## src/rtl/if_fetch.sv

```systemverilog
// Instruction-fetch stage: owns the PC, issues one imem request at a time and feeds the
// decoder through a registered IF/ID boundary with a 1-entry skid. Optional: IF_MISALIGN_EXP_EN.
module if_fetch #(
  parameter logic [31:0] RESET_PC = 32'h0000_0000,
  parameter logic [31:0] NOP_INSN = 32'h0000_0013
) (
  input  logic        clk,
  input  logic        rst,
  input  logic        stall,
  input  logic        flush,
  input  logic [31:0] flush_pc,
  input  logic        br_taken,
  input  logic [31:0] br_addr,
  output logic        imem_req,
  output logic [31:0] imem_addr,
  input  logic        imem_gnt,
  input  logic        imem_rvalid,
  input  logic [31:0] imem_rdata,
  output logic [31:0] if_insn,
  output logic [31:0] if_pc,
  output logic        if_valid,
  output logic        if_exp_misalign
);

  // imem handshake: a request is accepted in a cycle where imem_req && imem_gnt; exactly one
  // imem_rvalid follows, at least one cycle later. Only one request is ever outstanding.
  localparam logic [1:0] S_REQ  = 2'd0;
  localparam logic [1:0] S_WAIT = 2'd1;
  localparam logic [1:0] S_DROP = 2'd2;

  logic [1:0]  state;
  logic [1:0]  state_nxt;
  logic [31:0] pc;
  logic        skid_valid;
  logic [31:0] skid_insn;
  logic [31:0] skid_pc;
  logic        trap;
  logic        redir;
  logic [31:0] tgt_raw;
  logic [31:0] tgt;
  logic        tgt_mis;
  logic        gnt_ok;
  logic        deliver;

  assign tgt_raw = flush ? flush_pc : br_addr;

`ifdef IF_MISALIGN_EXP_EN
  // While trapped the exception sits in IF/ID as a valid slot, so only flush may leave it.
  assign tgt             = tgt_raw;
  assign tgt_mis         = |tgt_raw[1:0];
  assign redir           = flush || (br_taken && if_valid && !stall && !trap);
  assign if_exp_misalign = trap;
`else
  assign tgt             = tgt_raw & ~32'h3;
  assign tgt_mis         = 1'b0;
  assign redir           = flush || (br_taken && if_valid && !stall);
  assign if_exp_misalign = 1'b0;
`endif

  assign imem_req  = (state == S_REQ) && !skid_valid && !trap;
  assign imem_addr = pc;
  assign gnt_ok    = imem_req && imem_gnt;
  assign deliver   = (state == S_WAIT) && imem_rvalid;

  always_comb begin
    state_nxt = state;
    case (state)
      S_REQ:   if (gnt_ok) state_nxt = redir ? S_DROP : S_WAIT;
      S_WAIT:  begin
        if (imem_rvalid)  state_nxt = S_REQ;
        else if (redir)   state_nxt = S_DROP;
      end
      S_DROP:  if (imem_rvalid) state_nxt = S_REQ;
      default: state_nxt = S_REQ;
    endcase
  end

  always_ff @(posedge clk or posedge rst) begin
    if (rst) begin
      state      <= S_REQ;
      pc         <= RESET_PC;
      skid_valid <= 1'b0;
      skid_insn  <= 32'h0;
      skid_pc    <= 32'h0;
      trap       <= 1'b0;
      if_valid   <= 1'b0;
      if_insn    <= NOP_INSN;
      if_pc      <= 32'h0;
    end else begin
      state <= state_nxt;
      if (redir) begin
        // pc already holds the target, so any in-flight response is dropped, never used.
        pc         <= tgt;
        skid_valid <= 1'b0;
        trap       <= tgt_mis;
        if_valid   <= tgt_mis;
        if_insn    <= NOP_INSN;
        if (tgt_mis) if_pc <= tgt;
      end else begin
        if (deliver) pc <= pc + 32'd4;
        if (trap) begin
          if_valid <= 1'b1;
        end else if (skid_valid && !stall) begin
          if_insn    <= skid_insn;
          if_pc      <= skid_pc;
          if_valid   <= 1'b1;
          skid_valid <= 1'b0;
        end else if (deliver && (!if_valid || !stall)) begin
          if_insn  <= imem_rdata;
          if_pc    <= pc;
          if_valid <= 1'b1;
        end else if (deliver) begin
          skid_insn  <= imem_rdata;
          skid_pc    <= pc;
          skid_valid <= 1'b1;
        end else if (!stall) begin
          if_valid <= 1'b0;
          if_insn  <= NOP_INSN;
        end
      end
    end
  end

endmodule

```

## config.mk

```make
export PLATFORM = sky130hd
export DESIGN_NAME = if_fetch
export DESIGN_NICKNAME = d
export VERILOG_FILES = /design/src/rtl/if_fetch.sv
export SDC_FILE = /design/constraint.sdc
export NUM_CORES = 1
export LEC_CHECK = 0
export BUFFER_PORTS_ARGS = -buffer_cell sky130_fd_sc_hd__buf_2
export CORE_MARGIN = 10
export CORE_UTILIZATION = 53
export CTS_CLUSTER_DIAMETER = 120
export DETAILED_ROUTE_END_ITERATION = 16
export GPL_TIMING_DRIVEN = 0
export PLACE_DENSITY = 0.89
export SKIP_LAST_GASP = 1
export SLEW_MARGIN = 25
export SYNTH_ARGS = -nofsm -noshare
export SYNTH_HDL_FRONTEND = slang
export SYNTH_SLANG_ARGS = --single-unit
export TNS_END_PERCENT = 1
```

## constraint.sdc

```tcl
create_clock -name clk -period 7.2 [get_ports clk]
set_input_delay 1.08 -clock clk [delete_from_list [all_inputs] [get_ports clk]]
set_output_delay 1.08 -clock clk [all_outputs]
set_load 0.02 [all_outputs]
```

Yosys cells after proc, flatten, opt, wreduce, memory -nomap -nowiden
Cells that the tools add are included.

word-level totals
  output and inout bits = 99
  flip-flop bits (word level) = 164
  input bits = 103
  logic and storage cells = 66

operators by class
  reduce and logical (&&, ||, !) cells = 21
  equal/unequal tests = 8
  multiplexer cells = 25
  add/subtract/negate cells = 1
  bitwise gates (word level) = 3

operator list
  cell                                                                    count
  32-bit two-way mux                                                      10
  32-bit by 3-bit adder with 32-bit output (second input constant)        1
  2-bit two-way mux                                                       5
  1-bit two-way mux                                                       9
  1-bit logical AND                                                       7
  3-bit != test (second input constant)                                   2
  2-bit one-hot mux with 3 select lines                                   1
  2-bit AND reduction                                                     3
  2-bit != test (second input constant)                                   2
  4-bit by 1-bit != test with 1-bit output (second input constant)        1
  4-bit by 2-bit != test with 1-bit output (second input constant)        1
  4-bit AND reduction                                                     1
  2-bit nonzero test                                                      2
  1-bit zero test                                                         3
  1-bit NOT                                                               3
  3-bit AND reduction                                                     1
  3-bit nonzero test                                                      1
  2-bit by 1-bit equality test with 1-bit output (second input constant)  1
  2-bit equality test (second input constant)                             1
  2-bit zero test                                                         1
  1-bit logical OR                                                        2

Logic depth before layout (Yosys ltp)
Gate-level depths: netlist of run 1.

  depth in word-level cells = 6
  gate-level depth with buffers = 8
  depth with buffers taken out = 5

Worst setup path before layout of run 1
OpenSTA, ideal clock, no wires.

  path kind = input -> register
  from = input port flush
  to = register skid_insn[0]
  buffers on the path = 2
  arrival = 2.468 ns
  required time = 7.075 ns
  library setup time = 0.125 ns
  slack = 4.607 ns
  stages = 6
  path through = clkbuf_1 nor2b_1 nand2_1 nor2_1 buf_2 mux2_2

on the way
  word-level cells in the longest chain between the ends = 3

RTL lines
  item                                  line  RTL
  start: declaration                    10    input logic flush,
  1-bit logical OR                      56    assign redir = flush || (br_taken && if_valid && !stall);
  1-bit NOT (no source line)            --
  4-bit AND reduction (no source line)  --
  end signal: assignment                113   skid_insn <= imem_rdata;
  end: declaration                      35    logic [31:0] skid_insn;

No other way between the ends.
A chain may end at the register's enable or synchronous reset.

Worst setup path in the final report of run 1
  from = input port flush
  to = register pc[10], in the netlist imem_addr[10]

on the way
  word-level cells in the longest chain between the ends = 2
  elaborated cells between the ends (all ways) = 4
  classes of those cells = 2 x mux; 2 x reduce/logical

RTL lines
  item                                                             line    RTL
  32-bit two-way mux / 1-bit logical OR (equally long branches)    45, 56
  32-bit two-way mux / 2-bit nonzero test (equally long branches)  --
  end signal: assignment                                           93      pc <= tgt;
  end signal: assignment                                           100     if (deliver) pc <= pc + 32'd4;
  end: declaration                                                 33      logic [31:0] pc;

Parallel ways exist; a longest one is shown, timed or not.

==> impl_metrics.yaml, run 1 <==
run_status:
  status: "finished, final reports clean"
detailed_routing:
  wl_met2_mm: 10.4
  wl_mm: 21.3
  met1Wirelength_mm: 8.79
  wl_met3_mm: 1.85
  vias_per_cell: 5.81
  routedWlPerCell_microns: 21.0
  top_layer: "met4"
  antenna_left: 0
  drc: 0
  drt_iter0_drc: 428
  first_pass_iters: 5
  vias: 5884
cts:
  htreeDepth: 4
  clockBufferDepth: 2
  cts_setup_buffers: 0
  clockRootBuffer: "clkbuf_16"
  clock-sinks: 158
  cts_hold_buf: 0
  cts-resized-gates: 0
  clkSlewWorstSetupHoldPaths_ns: 0.06
  cts_tree: "yes"
  cts_buffers: 17
  clock_latency_ns: 0.42
power_and_ir_drop:
  switchingPower_uw: 794
  p_int_uw: 1890
  ir_drop_v: 0.000195
  power_density_mw_per_mm2: 284
  power_frac_clock: 0.369
  p_sw_frac: 0.296
  power.share.combinational: 0.214
  p_seq_frac: 0.417
  power_uw: 2680
  p_leak_uw: 0.00466
timing:
  finalSetupViolations: 0
  setup_ws_ns: 4.20
  post-route-period-util: 0.417
  grt_setup_unrepaired: "false"
  finalMaxSlewViolations: 0
  hold_violations: 0
  worstMarginPinSlew_ns: 0.831
  fin_setup_tns_ns: 0
  fmax_ghz: 0.333
  fin_crit_ns: 3.00
  maxSlewHeadroom: 0.446
  finClkSkew_ns: 0.00801
place:
  dp.cells: 981
  preCtsSetupSlack_ns: 3.80
  io_buffers: 191
  gp_congestion: 0.843
  hpwl_mm: 15.8
hold_path:
  hold_depth: 1
  hold_class: "reg -> reg"
final_layout:
  regArea_sq_mm: 0.00396
  utilization: 0.678
  area_delta_synth_final_pct: 25.0
  multi_input_area_sq_mm: 0.00337
  finalNetCount: 924
  diodes: 0
  fin_cells: 1013
  fill_cells: 1045
  drive_gt1_frac: 0.455
setup_path:
  crit_path_end_kind: "register"
  cp_common_cell: "clkbuf_1"
  ff2ff_path_depth: 6
  cp_cell_sequence: "clkbuf_1 > inv_1 > and2_1 > clkbuf_1 > clkbuf_1 > clkbuf_1 > a21oi_1"
  path_class: "in -> reg"
  cpMaxStageDelayCell: "clkbuf_1"
  max_stage_delay_ns: 0.51
  required_ns: 7.47
  crit_fanout: 10
  setup.worst_path.start_class: "input pin"
  arrival_ns: 3.27
synth:
  yosys_warnings: 0
  ys_top_cells_by_area: "dfrtp_1, mux2_2, mux2i_1"
  async_flop_share: 1.00
  synth_edf_count: 0
  yosysTopAreaCellShare: 0.513
  syn_area_per_cell_sq_um: 12.5
  synth-seq-cells: 158
  yosysMostFrequentCell: "dfrtp_1"
  yosys.cell_types.count: 42
  ys.flop_type: "dfrtp_1"
  postSynthCellCount: 605
  netlist_area_sq_mm: 0.00756
  ys_seq_area_frac: 0.524
  synth_commonest_cells: "dfrtp_1, mux2_2, mux2i_1"
  yosys.area.top_type: "dfrtp_1"
global_route:
  grt_overflow: 0
  grt_pass1_wl_mm: 34.0
  grt.total_usage: 0.214
  grt_pass1_vias: 6285
  antenna_found_initial: 0
  grt_max_degree: 102
floorplan:
  dieArea_sq_mm: 0.0194
  io_pins: 202
  fp.dieH_microns: 139
  start_util: 0.542
  core-area_sq_mm: 0.0139
  num_rows: 43
  die_w_microns: 139
flow_run:
  drv_cap: 0
[worst paths after layout]
| kind | slack, ns | end | from |
|---|---|---|---|
| worst max-delay path | 4.20 | imem_addr[10] | flush |
| worst min-delay path | 0.48 | if_insn[3] | if_insn[3] |
| worst max register to register | 4.71 | imem_addr[10] | if_valid |
| worst min register to register | 0.48 | if_insn[3] | if_insn[3] |
| max in group asynchronous | 5.67 | if_insn[0] | rst |
| min in group asynchronous | 0.68 | imem_addr[18] | rst |
[flip-flops by register name, summed over array words and instances, names as in the netlist]
signal	flops
if_pc	30
skid_pc	30
if_valid	1
if_insn	32
skid_insn	32
imem_addr	30
skid_valid	1
state	2
[power by group through the flow]
stage,clock [uW],combinational (uW),sequential (uW)
after floorplan,0,217,1250
after global placement,0,565,1120
after detailed placement,0,579,1130
after CTS,1000,581,1120
after global routing,1040,617,1140
final,989,573,1120
[stage by stage]
step	area [sq um]	hold WS, ns
after detailed placement	8790	0.468
after floorplan	7570	0.477
after CTS	9440	0.488
final	9450	0.483
after global routing	9450	0.495
after global placement	8750	0.465
[cell usage in the layout, fill, tap and decap left out, types with 14 or more instances in the layout]
cell and instances:
buf_2 210, a211oi_1 35, o2bb2ai_1 29, mux2i_1 36
mux2_2 125, nor2b_1 27, dfrtp_1 155, clkbuf_1 22
a31oi_1 14, clkbuf_16 17
[cell families after synthesis]
group	after synthesis	synth area share
buffers and inverters	56	0.0336
xor gates and xnor gates	10	0.0116
other	1	0.000496
DFF	158	0.524
AOI/OAI and AO/OA	111	0.107
adders and majority gates	1	0.00166
and+or+nand+nor	107	0.0877
muxes	161	0.234
[final cells by class]
| type | count | share of cell area |
|---|---|---|
| buffer | 49 | 0.0241 |
| clock buffer | 20 | 0.0473 |
| clock inverter | 12 | 0.0221 |
| inverter | 7 | 0.00357 |
| multi-input combinational | 395 | 0.356 |
| sequential | 158 | 0.419 |
| tap | 180 | 0.0238 |
| timing repair buffer | 192 | 0.104 |
[metal layers]
metal  vias up  GRT usage
met5         -          0
met4         0     0.0549
met3        25     0.0742
met2       262      0.354
met1      2902      0.262
li1       2695          -
[worst max-delay path, delay by kind of cell]
kind | cells | cell delay, ns
compound gates | 1 | 0.14
buf+inv | 5 | 1.86
simple gates | 1 | 0.17
Power figures use the tool's default switching activity.
==> inputs of run 2 (changes only) <==
- ABC_AREA: unset -> 1
- CORE_UTILIZATION: 53 -> 49
- PLACE_DENSITY: 0.89 -> 0.86
- clock period: 7.2 -> 2.5 ns (I/O delays scaled with it)
==> impl_metrics.yaml, run 2 <==
cts:
  cts_tree: "yes"
  cts_hold_buf: 1
  clockRootBuffer: "clkbuf_16"
  clock_latency_ns: 0.43
  clkSlewWorstSetupHoldPaths_ns: 0.07
  cts_buffers: 17
  htreeDepth: 4
  cts_setup_buffers: 0
  clock-sinks: 158
  clockBufferDepth: 2
  cts-resized-gates: 0
timing:
  worstMarginPinSlew_ns: 0.551
  finClkSkew_ns: 0.00593
  fmax_ghz: 0.527
  finalMaxSlewViolations: 0
  post-route-period-util: 0.759
  hold_violations: 0
  grt_setup_unrepaired: "false"
  maxSlewHeadroom: 0.632
  finalSetupViolations: 0
  fin_crit_ns: 1.90
detailed_routing:
  routedWlPerCell_microns: 16.6
  antenna_left: 0
  first_pass_iters: 5
  top_layer: "met4"
  met1Wirelength_mm: 10.3
  wl_met3_mm: 2.43
  drc: 0
  vias: 7752
  vias_per_cell: 5.20
  wl_met2_mm: 11.5
  drt_iter0_drc: 535
  wl_mm: 24.7
synth:
  synth_commonest_cells: "nand2_1, dfrtp_1, o21ai_0"
  yosys.area.top_type: "dfrtp_1"
  postSynthCellCount: 1041
  synth-seq-cells: 158
  yosysMostFrequentCell: "nand2_1"
  ys_top_cells_by_area: "dfrtp_1, nand2_1, o21ai_0"
  netlist_area_sq_mm: 0.00805
  ys_seq_area_frac: 0.491
  yosys_warnings: 0
  yosysTopAreaCellShare: 0.482
  ys.flop_type: "dfrtp_1"
  syn_area_per_cell_sq_um: 7.74
  yosys.cell_types.count: 42
  async_flop_share: 1.00
  synth_edf_count: 0
setup_path:
  path_class: "reg -> reg"
  required_ns: 2.80
  setup.worst_path.start_class: "register"
  timing.rr.start: "if_valid"
  crit_path_end_kind: "register"
  cp_cell_sequence: "nand3_2 > nand2_4 > nor2_4 > nand3_2 > buf_4 > buf_2 > nand2_1 > o21ai_1"
  max_stage_delay_ns: 0.46
  crit_fanout: 10
  critPathLaunch: "if_valid"
  cp_common_cell: "nand3_2"
  arrival_ns: 2.19
  cpMaxStageDelayCell: "dfrtp_1"
run_status:
  status: "finished, final reports clean"
place:
  gp_congestion: 0.928
  io_buffers: 192
  hpwl_mm: 19.2
final_layout:
  multi_input_area_sq_mm: 0.00339
  fill_cells: 1453
  area_delta_synth_final_pct: 24.1
  diodes: 0
  utilization: 0.625
  regArea_sq_mm: 0.00396
  drive_gt1_frac: 0.256
  top_regs: "if_insn (32), skid_insn (32)"
  finalNetCount: 1366
  final_common_cell: "nand2_1"
  most-common-layout-cells: "nand2_1, buf_2, dfrtp_1, o21ai_0, inv_1"
global_route:
  grt_max_degree: 34
  grt_pass1_wl_mm: 39.8
  antenna_found_initial: 0
  grt.total_usage: 0.226
  grt_overflow: 0
  grt_pass1_vias: 7596
floorplan:
  start_util: 0.503
  die_w_microns: 148
  dieArea_sq_mm: 0.0220
  fp.dieH_microns: 148
  num_rows: 46
  core-area_sq_mm: 0.0160
  io_pins: 202
flow_run:
  drv_cap: 0
power_and_ir_drop:
  p_leak_uw: 0.00530
  power_uw: 8470
  power_density_mw_per_mm2: 847
  ir_drop_v: 0.000606
hold_path:
  hold_class: "in -> reg"
  min-delay-start: "imem_rdata[10]"
[run 2: kinds of logic after synthesis]
logic type	Yosys count	synth area share
DFF	158	0.491
adders and majority gates	1	0.00155
AOI/OAI and AO/OA	241	0.172
and+or+nand+nor	477	0.240
other	1	0.000466
muxes	2	0.00249
buffers and inverters	159	0.0899
xor gates and xnor gates	2	0.00218
[run 2: area by class of cell]
type | instances | area share
inverter | 100 | 0.0382
timing repair buffer | 198 | 0.108
buffer | 59 | 0.0347
clock buffer | 17 | 0.0425
sequential | 158 | 0.396
tap | 216 | 0.0270
multi-input combinational | 728 | 0.339
clock inverter | 15 | 0.0151
[run 2: final timing paths]
check                                endpoint  slack, ns  cells past startpoint
worst max-delay path             skid_insn[2]       0.60                      8
worst min-delay path            skid_insn[10]       0.20                      3
worst max register to register   skid_insn[2]       0.60                      8
worst min register to register       if_pc[7]       0.48                      2
max in group asynchronous          if_insn[4]       0.67                      7
min in group asynchronous        imem_addr[3]       0.54                      3
[run 2: routing by layer]
metal | vias up | GRT usage
met5 | - | 0
met4 | 0 | 0.0728
met3 | 39 | 0.0664
met2 | 356 | 0.362
met1 | 3570 | 0.287
li1 | 3787 | -
[run 2: worst max-delay path, delay by kind of cell, from the launching register on]
family                 cells  cell delay, ns
AND/OR/NAND/NOR            5            0.73
buffers and inverters      2            0.48
flip-flops                 1            0.46
AO/OA/AOI/OAI              1            0.09
[run 2: where the power goes]
group | internal, uW | total [uW] | switching (uW)
clock network | 1400 | 2560 | 1150
logic | 838 | 2520 | 1680
registers | 3030 | 3390 | 368
total | 5270 | 8470 | 3200
[run 2: through the flow]
step / std cells / instance area (sq um) / setup TNS [ns] / hold WS (ns) / setup WS (ns)
2_1_floorplan: 1045 / 8070 / 0 / 0.448 / 0.127
3_3_place_gp: 1453 / 9300 / -129.15 / 0.462 / -0.843
3_5_place_dp: 1458 / 9410 / 0 / 0.449 / 0.593
4_1_cts: 1491 / 10000 / 0 / 0.187 / 0.619
5_1_grt: 1491 / 10000 / 0 / 0.204 / 0.472
6_report: 1491 / 10000 / 0 / 0.201 / 0.604
